===== src/rtl/alu_pkg.sv =====
// Shared definitions for the registered ALU: default width and 4-bit opcode map.
package alu_pkg;

    localparam int DEFAULT_WIDTH = 4;
    localparam int OP_WIDTH      = 4;

    typedef enum logic [OP_WIDTH-1:0] {
        OP_ADD  = 4'b0000,
        OP_SUB  = 4'b0001,
        OP_MUL  = 4'b0010,
        OP_DIV  = 4'b0011,
        OP_SHL  = 4'b0100,
        OP_SHR  = 4'b0101,
        OP_ROL  = 4'b0110,
        OP_ROR  = 4'b0111,
        OP_AND  = 4'b1000,
        OP_OR   = 4'b1001,
        OP_XOR  = 4'b1010,
        OP_NOR  = 4'b1011,
        OP_NAND = 4'b1100,
        OP_XNOR = 4'b1101,
        OP_GT   = 4'b1110,
        OP_EQ   = 4'b1111
    } alu_op_e;

endpackage


===== src/rtl/alu_comb.sv =====
// Combinational ALU core: maps operands and opcode to next result and carry/borrow.
module alu_comb
    import alu_pkg::*;
#(
    parameter int WIDTH = DEFAULT_WIDTH
) (
    input  logic [WIDTH-1:0]    A,
    input  logic [WIDTH-1:0]    B,
    input  logic [OP_WIDTH-1:0] alu_sel,
    output logic [WIDTH-1:0]    result,
    output logic                carry
);

    logic [WIDTH:0]       sum;
    logic [2*WIDTH-1:0]   product;
    logic [WIDTH-1:0]     quotient;

    assign sum     = {1'b0, A} + {1'b0, B};
    assign product = {{WIDTH{1'b0}}, A} * {{WIDTH{1'b0}}, B};
    // Divide-by-zero saturates to all ones rather than relying on tool-specific behaviour.
    assign quotient = (B == '0) ? '1 : (A / B);

    always_comb begin
        result = '0;
        carry  = 1'b0;
        case (alu_sel)
            OP_ADD:  begin
                result = sum[WIDTH-1:0];
                carry  = sum[WIDTH];
            end
            OP_SUB:  begin
                result = A - B;
                carry  = (A < B);
            end
            OP_MUL:  result = product[WIDTH-1:0];
            OP_DIV:  result = quotient;
            OP_SHL:  result = {A[WIDTH-2:0], 1'b0};
            OP_SHR:  result = {1'b0, A[WIDTH-1:1]};
            OP_ROL:  result = {A[WIDTH-2:0], A[WIDTH-1]};
            OP_ROR:  result = {A[0], A[WIDTH-1:1]};
            OP_AND:  result = A & B;
            OP_OR:   result = A | B;
            OP_XOR:  result = A ^ B;
            OP_NOR:  result = ~(A | B);
            OP_NAND: result = ~(A & B);
            OP_XNOR: result = ~(A ^ B);
            OP_GT:   result = {{(WIDTH-1){1'b0}}, (A > B)};
            OP_EQ:   result = {{(WIDTH-1){1'b0}}, (A == B)};
            default: begin
                result = '0;
                carry  = 1'b0;
            end
        endcase
    end

endmodule


===== src/rtl/alu.sv =====
// Registered 4-bit ALU: one-cycle latency from operands/opcode to alu_out/carry_out.
module alu
    import alu_pkg::*;
#(
    parameter int WIDTH = DEFAULT_WIDTH
) (
    input  logic                clk,
    input  logic                rst_n,
    input  logic [WIDTH-1:0]    A,
    input  logic [WIDTH-1:0]    B,
    input  logic [OP_WIDTH-1:0] alu_sel,
    output logic [WIDTH-1:0]    alu_out,
    output logic                carry_out
);

    logic [WIDTH-1:0] next_result;
    logic             next_carry;

    alu_comb #(.WIDTH(WIDTH)) u_comb (
        .A       (A),
        .B       (B),
        .alu_sel (alu_sel),
        .result  (next_result),
        .carry   (next_carry)
    );

    always_ff @(posedge clk or negedge rst_n) begin
        if (!rst_n) begin
            alu_out   <= '0;
            carry_out <= 1'b0;
        end else begin
            alu_out   <= next_result;
            carry_out <= next_carry;
        end
    end

endmodule


===== config.mk =====
export PLATFORM = sky130hd
export DESIGN_NAME = alu
export DESIGN_NICKNAME = d
export VERILOG_FILES = /design/src/rtl/alu_pkg.sv /design/src/rtl/alu_comb.sv /design/src/rtl/alu.sv
export SDC_FILE = /design/constraint.sdc
export NUM_CORES = 1
export LEC_CHECK = 0
export CORE_MARGIN = 1
export CORE_UTILIZATION = 50
export CTS_BUF_LIST = sky130_fd_sc_hd__clkbuf_2 sky130_fd_sc_hd__clkbuf_4 sky130_fd_sc_hd__clkbuf_8
export DETAILED_ROUTE_END_ITERATION = 10
export DONT_BUFFER_PORTS = 1
export PLACE_DENSITY = 0.68
export SLEW_MARGIN = 20
export SYNTH_ARGS = -nofsm -noshare
export SYNTH_HDL_FRONTEND = slang
export SYNTH_SLANG_ARGS = --single-unit

===== constraint.sdc =====
create_clock -name clk -period 0.8 [get_ports clk]
set_input_delay 0.08 -clock clk [delete_from_list [all_inputs] [get_ports clk]]
set_output_delay 0.08 -clock clk [all_outputs]
set_load 0.02 [all_outputs]

Yosys cells after proc, flatten, opt, wreduce, memory -nomap -nowiden --
Index checks and enable logic that the tools add are counted.
Cells by class: bitwise gates (word level) 6, reduce and logical (&&, ||, !) cells 2, equal/unequal tests 16, divide/modulo/power cells 1, muxes and demuxes 3, $mul 1, add/sub/neg operators 2, $lt $le $gt $ge 2
Operators with widths (number):
- $pmux 4 s16 | 1
- $eq 4x4->1 const B | 8
- $eq 4x3->1 const B | 4
- $not 4->4 | 3
- $eq 4x2->1 const B | 2
- $logic_not 4->1 | 2
- $add 4x4->5 | 1
- $and 4x4->4 | 1
- $div 4x4->4 | 1
- $eq 4x1->1 const B | 1
- $eq 4x4->1 | 1
- $gt 4x4->1 | 1
- $lt 4x4->1 | 1
- $mul 4x4->4 | 1
- $mux 4 | 1
- $or 4x4->4 | 1
- $sub 4x4->4 | 1
- $xor 4x4->4 | 1
- $pmux 1 s2 | 1
Storage, ports and cells: bits in registers 5, input bits 14, output and inout port bits 5

Longest topological paths before layout --
Gate-level depths: netlist of the first run.
depth after elaboration 3, depth in mapped cells 21, mapped depth without buffers 21

Cells and area by module --
Synthesis of the first run repeated with hierarchy kept, for this count alone.
Second synthesis, totals: cell total of the unflattened synthesis 188, area total of the unflattened synthesis 1443.9 um^2
By module, submodules not included:
- alu_comb | sequential area each 0.0 um^2, times used 1, cells an instance 183, area each 1318.8 um^2
- alu | sequential area each 125.1 um^2, times used 1, cells an instance 5, area each 125.1 um^2

Least setup slack after synthesis of the first run --
No wires, ideal clock.
path kind input-to-reg, from input port B[2], to register alu_out[0], path slack -3.051 ns, required time 0.661 ns, path buffers 0, library setup time 0.139 ns, arrival 3.713 ns, stages 17, path through nor3_1 a21oi_1 a21oi_1 ha_1 o21a_1 o211ai_1 o21ai_0 ha_1 o21a_1 o21ai_0 a21oi_1 mux2_2 ha_1 o21a_1 o21ai_0 a31oi_1 or4b_1
Between the ends: word-level cells in the longest chain between the ends 3, elaborated cells on any way between the ends 6, those cells by class div (1); order compare (1); eq/ne (1); mux (2); reduce/logical (1)
Ends and longest elaborated chain:
- from (decl) | line alu.sv:10 | input logic [WIDTH-1:0] B,
- $div 4x4->4 / $logic_not 4->1 (equally long branches) | line alu_comb.sv:21 | assign quotient = (B == '0) ? '1 : (A / B);
- $mux 4 | line alu_comb.sv:21
- $pmux 4 s16 (*) | line alu_comb.sv:26 | case (alu_sel)
- via next_result[0] | line alu.sv:16 | logic [WIDTH-1:0] next_result;
- to (signal assigned) | line alu.sv:32 | alu_out <= next_result;
- to (decl) | line alu.sv:12 | output logic [WIDTH-1:0] alu_out,
The timed path passes the listed nets; every way through them passes the cells marked *.

Final worst setup path of the first run --
from input port B[1], to register alu_out[0]
The elaborated chain is that of the path after synthesis.

==> flow_summary.rst, run 1 <==
.. list-table::
   :header-rows: 1

   * - Metric
     - Value
   * - Kind of path behind the tightest hold check
     - in -> reg
   * - Hold slack final
     - 40.4 ps
   * - Series of cell instances along the critical path
     - nor3_4 -> a21oi_2 -> a21oi_2 -> ha_1 -> o21a_1 -> o211ai_1 -> buf_4 -> nand2_4 -> o21ai_4 -> ha_4 -> o21a_1 -> o21ai_2 -> a21oi_4 -> nor2_1 -> a21oi_1 -> ha_1 -> a21boi_1 -> o21a_1 -> o21ai_1 -> a31oi_1 -> or4b_1
   * - Detailed placer's ending HPWL
     - 3.49 mm
   * - Initial core utilization
     - 52.8%
   * - GRT Residual Overflow
     - 0
   * - TritonCTS clock tree
     - yes
   * - Vias
     - 1,682
   * - Share of the cycle needed by the critical path after routing
     - 436%
   * - Total number of yosys warnings
     - 0
   * - Layout overhead on the synthesized area
     - 47.4%
   * - Horizontal extent of the die
     - 55.9 um
   * - Largest stage delay on the critical path
     - approximately 460 ps
   * - Vertical die dimension
     - 55.9 um
   * - Hold Crit Endpoint
     - carry_out$_DFF_PN0_
   * - Number of sinks driven by the clock tree
     - 5
   * - Largest driver fanout on the critical path
     - 5
   * - Final period demand of the worst path
     - 3490 ps
   * - Antenna-violating nets left
     - 0
   * - Die outline area
     - 3130 sq um
   * - Post-placement worst setup slack
     - -2960 ps
   * - Crit-path most repeated cell
     - o21a_1
   * - Violated checks
     - negative setup slack
   * - Worst rel slew slack
     - 68.2%
   * - Lkg Pwr
     - about 0.95 nW
   * - Pwr/cell area
     - 902 nW/um^2
   * - Number of enable-type register cells in the synthesized netlist
     - 0
   * - Critical path's slowest cell
     - or4b_1
   * - Sequential fraction of the synthesis area
     - approximately 8.6%
   * - Total area of multi-input combinational cells
     - 1430 sq um
   * - Number of max-slew violations in the final report
     - 0
   * - Deepest clock path buffer count
     - 2
   * - Fill cell count
     - 190
   * - RD Place Congestion
     - 0.931
   * - Worst-path clk slew
     - 40 ps
   * - Wire length of the first global-routing pass
     - between 8 and 9 mm
   * - VDD IR max
     - 1400 uV
   * - H-tree level count
     - 1
   * - Register bit total from synthesis
     - 5
   * - Number of rows in the core area
     - 19
   * - Share of final-layout standard cells stronger than drive strength 1
     - 36.9%
   * - Launching element type of the critical path
     - input pin
   * - Status
     - finished, violations left
   * - Total global routing track utilization
     - between 30% and 40%
   * - Mapped Nets
     - 238
   * - Final Net Count
     - 290
   * - Via count of the first global-routing pass
     - 1,697
   * - Antenna violations before repair
     - 0
   * - Pin slew with the least headroom to its limit
     - 473 ps
   * - TritonCTS Buffers
     - 3
   * - Detail-routed via count per cell
     - 6.12
   * - Synth cell types
     - 44
   * - Worst Min Path Start
     - alu_sel[1]
   * - Setup-failing EPs final
     - 5
   * - Async set or reset register ratio after synthesis
     - 100%
   * - Inserted Diodes
     - 0
   * - Clock root cell
     - clkbuf_4
   * - Critical Path RT
     - a little over 900 ps
   * - Syn Inst Count
     - 193
   * - Arrival time at the worst endpoint
     - 3600 ps
   * - Number of max-capacitance violations reported
     - 0
   * - Setup repair after global routing missed its margin
     - true
   * - Footprint of the flip-flops and latches
     - 125 sq um
   * - Upper clock frequency limit
     - 287 MHz
   * - Combined area of all synthesized cells
     - 1460 sq um
   * - Most used flip-flop cell after synthesis
     - dfrtp_1
   * - Detail-routed net length per standard cell
     - approximately 19 um
   * - Crit. End Element
     - flop
   * - Total Wirelength
     - 5.21 mm
   * - Commonest non-fill, non-tap cells in the layout
     - 51 x buf_4, 20 x ha_1, 14 x nor2_1
   * - Commonest non-fill, non-tap cell in the layout
     - buf_4
   * - Number of input and output port buffers inserted
     - 0
   * - Core area
     - about 2800 sq um
   * - Ports
     - 19
   * - Hold violation count in the final report
     - 0
   * - Worst hold path stage count
     - 2
   * - Avg Cell Area, Syn
     - roughly 7.5 sq um
   * - Kind of critical path
     - in -> reg
   * - Iteration-0 DRC Markers
     - 144
   * - Pin count of the biggest net entering global routing
     - 30
   * - Setup slack after layout
     - -2690 ps
   * - Pre-Repair DR Iteration Count
     - 4
   * - Residual DRC count
     - 0
==> routing by layer <==
metal	global-route usage [%]	vias to the layer above	share of wire [%]
met2	60.2	76	52
met3	5.12	18	5.8
met4	9.06	0	2.8
met1	39.2	793	39
met5	0	-	0
li1	-	795	-
==> area by class of cell <==
cell class | instances | share of cell area [%]
Multi-Input combinational cell | 161 | 66.5
Timing Repair Buffer | 57 | 21.0
Clock buffer | 4 | 1.40
Tap cell | 31 | 1.81
Sequential cell | 5 | 5.83
Inverter | 17 | 3.44
==> worst max path at each step <==
stage / start / to / slack, ps / cells past startpoint
after floorplan: B[1] / alu_out[0]$_DFF_PN0_ / -2720 / 19
after global routing: B[1] / alu_out[0]$_DFF_PN0_ / -2860 / 21
after CTS: B[0] / alu_out[0]$_DFF_PN0_ / -2600 / 22
after detailed placement: B[1] / alu_out[0]$_DFF_PN0_ / -2960 / 19
after global placement: B[1] / alu_out[0]$_DFF_PN0_ / -2800 / 19
final: B[1] / alu_out[0]$_DFF_PN0_ / -2690 / 21
==> registers in the layout, indices dropped and copies added, names as in the netlist <==
signal	cells
alu_out	4
carry_out	1
==> report_power, final <==
part	switching, mW	total [mW]	internal (mW)
registers	0.0527	0.338	0.285
logic	0.579	1.27	0.686
clock network	0.108	0.331	0.223
total	0.740	1.93	1.19
==> critical path: cells and delay by family <==
kind	cells	cell delay, ps
AO/OA/AOI/OAI	13	1720
buffers and inverters	1	190
adder cells (fa/ha/maj)	3	750
AND/OR/NAND/NOR	4	860
==> logic make-up after synthesis <==
family / count (synthesis) / share of synthesized area [%]
AND/OR/NAND/NOR: 59 / 20.7
AO/OA/AOI/OAI: 55 / 24.8
adder cells (fa/ha/maj): 31 / 27.7
buffers and inverters: 27 / 7.22
XOR/XNOR: 13 / 8.77
flip-flops: 5 / 8.60
multiplexers: 3 / 2.15
==> per-stage QoR <==
stage / TNS (ps) / std cells / power [mW] / area (sq um) / utilization (%)
2_1_floorplan: -7050 / 193 / 1.05 / 1580 / -
3_3_place_gp: -8120 / 255 / 1.33 / 1890 / 68.5
3_5_place_dp: -8430 / 255 / 1.37 / 1890 / 68.5
4_1_cts: -6880 / 270 / 1.82 / 2050 / 74.4
5_1_grt: -7760 / 275 / 2.06 / 2140 / 77.8
6_report: -7300 / 275 / 1.93 / 2140 / 77.8
==> Yosys cell counts (2+ instances only) <==
cell / instances / area (sq um)
a211oi_1: 3 / 22.5
a21oi_1: 15 / 75.1
a221oi_1: 3 / 26.3
a22oi_1: 2 / 15.0
buf_2: 3 / 15.0
clkbuf_1: 6 / 22.5
dfrtp_1: 5 / 125
fa_1: 2 / 40.0
ha_1: 29 / 363
inv_1: 17 / 63.8
mux2i_1: 2 / 20.0
nand2_1: 10 / 37.5
nand2b_1: 6 / 37.5
nand3_1: 6 / 30.0
nor2_1: 15 / 56.3
nor2b_1: 2 / 12.5
nor3_1: 8 / 40.0
nor3b_1: 4 / 30.0
o211ai_1: 2 / 15.0
o21a_1: 3 / 22.5
o21ai_0: 11 / 55.1
o21bai_1: 2 / 15.0
o22ai_1: 2 / 12.5
o2bb2ai_1: 2 / 17.5
or3_1: 4 / 25.0
xnor2_1: 7 / 61.3
xor2_1: 5 / 43.8
==> timing repair <==
action | in CTS | in global routing
hold endpoints to repair | 6 | 1
pin swaps | 18 | 8
gates resized for setup | 11 | 10
setup buffers | 9 | 4
hold buffers | 2 | 1
endpoints found under the setup margin | 5 | 5
Note: power is estimated with default switching activity, not from simulation.
==> run 2: changes to the inputs <==
CTS_CLUSTER_DIAMETER = 60   (was not set)
==> results of run 2 <==
The final DEF is identical to that of run 1; final timing and power are the same.
==> run 3: changes to the inputs <==
PLACE_DENSITY = 0.7   (was 0.68)
==> run 3 against run 2 <==
Against the previous run: the flow still finishes with violations (negative setup slack); first-iteration DRC count decreased by 29%; fmax decreased by 2.4%; non-clock buffer count increased by 2; critical path type unchanged; final area decreased by 0.93%; routed wire length decreased by 2.9%; worst setup slack got worse by 88 ps; sequential power about the same; largest power group unchanged; power increased by 0.19%; via count decreased by 0.42%; critical endpoint unchanged; critical path depth decreased by 1; hold slack improved by 15 ps.
==> flow_summary.rst, run 3 (synthesis gave the netlist of run 1 again) <==
.. list-table::
   :header-rows: 1

   * - Metric
     - Value
   * - Hold violation count in the final report
     - 0 (unchanged)
   * - Final Net Count
     - 292 (+0.69%)
   * - Pwr Total
     - 1.94 mW (+0.19%)
   * - Final period demand of the worst path
     - 3580 ps (+87.5 ps)
   * - Total Wirelength
     - 5.06 mm (-2.9%)
   * - Number of max-slew violations in the final report
     - 0 (unchanged)
   * - Top flop regs
     - alu_out (4), carry_out (1)
   * - Series of cell instances along the critical path
     - nor3_4 -> a21oi_2 -> a21oi_2 -> ha_1 -> o21a_1 -> o211ai_1 -> nor3_1 -> a21oi_1 -> inv_1 -> ha_4 -> o21ai_2 -> a21oi_2 -> nor2_1 -> a21oi_1 -> ha_1 -> a21boi_1 -> o21a_1 -> o21ai_1 -> a31oi_1 -> or4b_1
   * - Worst rel slew slack
     - 72.0% (+3.8 points)
   * - Largest driver fanout on the critical path
     - 5 (unchanged)
   * - Total global routing track utilization
     - 32.3% (-0.41 points)
   * - VDD IR max
     - 1410 uV (+0.36%)
   * - Vias
     - 1,675 (-0.42%)
   * - Hold slack final
     - 55.3 ps (+14.9 ps)
   * - Kind of path behind the tightest hold check
     - in -> reg
   * - Critical path's slowest cell
     - or4b_1
   * - GRT Residual Overflow
     - 0 (unchanged)
   * - Largest delay contributor family on the critical path
     - compound AO/OA/AOI/OAI gates
   * - Footprint of the flip-flops and latches
     - 125 sq um (unchanged)
   * - Detail-routed net length per standard cell
     - 18.3 um (-3.6%)
   * - Worst-path clk slew
     - 40 ps (about the same)
   * - Share of the cycle needed by the critical path after routing
     - 447% (+11 points)
   * - H-tree level count
     - 1 (unchanged)
   * - Ports
     - 19 (unchanged)
   * - Detailed placer's ending HPWL
     - 3.44 mm (-1.3%)
   * - Horizontal extent of the die
     - 55.9 um (unchanged)
   * - Pre-Repair DR Iteration Count
     - 4 (unchanged)
   * - Initial core utilization
     - 52.8% (unchanged)
   * - Die outline area
     - 3130 sq um (unchanged)
   * - Pin slew with the least headroom to its limit
     - 416 ps (-56.2 ps)
   * - Number of max-capacitance violations reported
     - 0 (unchanged)
   * - Number of rows in the core area
     - 19 (unchanged)
   * - Final Util
     - 77.0% (-0.73 points)
   * - Vertical die dimension
     - 55.9 um (unchanged)
   * - Instance area at placement
     - 1870 sq um (-1.2%)
   * - Crit-path most repeated cell
     - a21oi_2
   * - Kind of critical path
     - in -> reg
   * - Core area
     - 2760 sq um (unchanged)
   * - Iteration-0 DRC Markers
     - 102 (-29%)
   * - Buf+Inv Stages, Crit Path
     - 1 (unchanged)
   * - Number of input and output port buffers inserted
     - 0 (unchanged)
   * - Crit. End Element
     - flop
   * - Number of flip-flops in the largest register
     - 4 (unchanged)
   * - Pin count of the biggest net entering global routing
     - 30 (unchanged)
   * - TritonCTS clock tree
     - yes
   * - Via count of the first global-routing pass
     - 1,685 (-0.71%)
   * - Share of final-layout standard cells stronger than drive strength 1
     - 36.2% (-0.71 points)
   * - Setup repair after global routing missed its margin
     - true
   * - Number of sinks driven by the clock tree
     - 5 (unchanged)
   * - Largest stage delay on the critical path
     - 460 ps (about the same)
   * - Deepest clock path buffer count
     - 2 (unchanged)
   * - Post-route cell area
     - 2120 sq um (-0.93%)
   * - RD Place Congestion
     - 0.982 (+5.4%)
   * - Fill cell count
     - 198 (+4.2%)
   * - Arrival time at the worst endpoint
     - 3690 ps (+90 ps)
   * - Setup-failing EPs final
     - 5 (unchanged)
   * - Layout overhead on the synthesized area
     - 46.0%
   * - Number of cells in the finished layout apart from fillers
     - 277 (+0.73%)
   * - Detail-routed via count per cell
     - 6.05 (-1.1%)
   * - Setup slack after layout
     - -2780 ps (-87.5 ps)
   * - Residual DRC count
     - 0 (unchanged)
   * - Launching element type of the critical path
     - input pin
   * - Setup TNS after final layout
     - -7400 ps (-98.5 ps)
   * - Inserted Diodes
     - 0 (unchanged)
   * - Total area of multi-input combinational cells
     - 1390 sq um (-2.5%)
   * - Antenna-violating nets left
     - 0 (unchanged)
   * - Status
     - finished, violations left
   * - Wire length of the first global-routing pass
     - 7.82 mm (-2.8%)
   * - Commonest non-fill, non-tap cell in the layout
     - buf_4
   * - Post-placement worst setup slack
     - -2970 ps (-6.78 ps)
   * - Antenna violations before repair
     - 0 (unchanged)
   * - Placed cell count
     - 252 (-1.2%)
   * - Commonest non-fill, non-tap cells in the layout
     - 53 x buf_4, 21 x ha_1, 14 x nor2_1
   * - Violated checks
     - negative setup slack
   * - Pwr/cell area
     - 912 nW/um^2 (+1.1%)
   * - Lkg Pwr
     - 0.963 nW (+1.4%)
   * - Critical Path RT
     - 910 ps (about the same)
   * - Register with the most flip-flops
     - alu_out
   * - Clock root cell
     - clkbuf_4
   * - TritonCTS Buffers
     - 3 (unchanged)
   * - Upper clock frequency limit
     - 280 MHz (-2.4%)
==> run 3: routing by layer <==
metal / share of wire (%) / vias to the layer above / track usage, %
li1: - / 794 / -
met2: 51 / 63 / 56.1
met5: 0 / - / 0
met1: 39 / 797 / 38.2
met4: 4.9 / 0 / 16.0
met3: 5.6 / 21 / 5.58
==> run 3: worst paths after layout <==
check                            from              endpoint  slack, ps  cells past startpoint
max                              B[1]  alu_out[0]$_DFF_PN0_      -2780                     20
min in group asynchronous       rst_n  alu_out[1]$_DFF_PN0_        140                      1
min                        alu_sel[1]   carry_out$_DFF_PN0_         60                      2
max in group asynchronous       rst_n   carry_out$_DFF_PN0_        460                      1
==> run 3: layout make-up <==
cell class / instances / area share, %
repair buffers: 59 / 21.9
multi-input cells: 161 / 65.5
inverters: 17 / 3.47
clock buffers: 4 / 1.41
flip-flops and latches: 5 / 5.89
well taps: 31 / 1.83
==> run 3: where the power goes <==
part / internal, mW / switching [mW]
clock network: 0.223 / 0.111
logic: 0.696 / 0.569
registers: 0.285 / 0.0523
total: 1.20 / 0.733
==> run 3: timing repair <==
item / in CTS / in global routing
resized for setup: 10 / 3
buffers inserted: 15 / 3
pin swaps: 18 / 6
setup endpoints to repair: 5 / 5
hold buffers: 3 / 0
hold endpoints to repair: 7 / 0
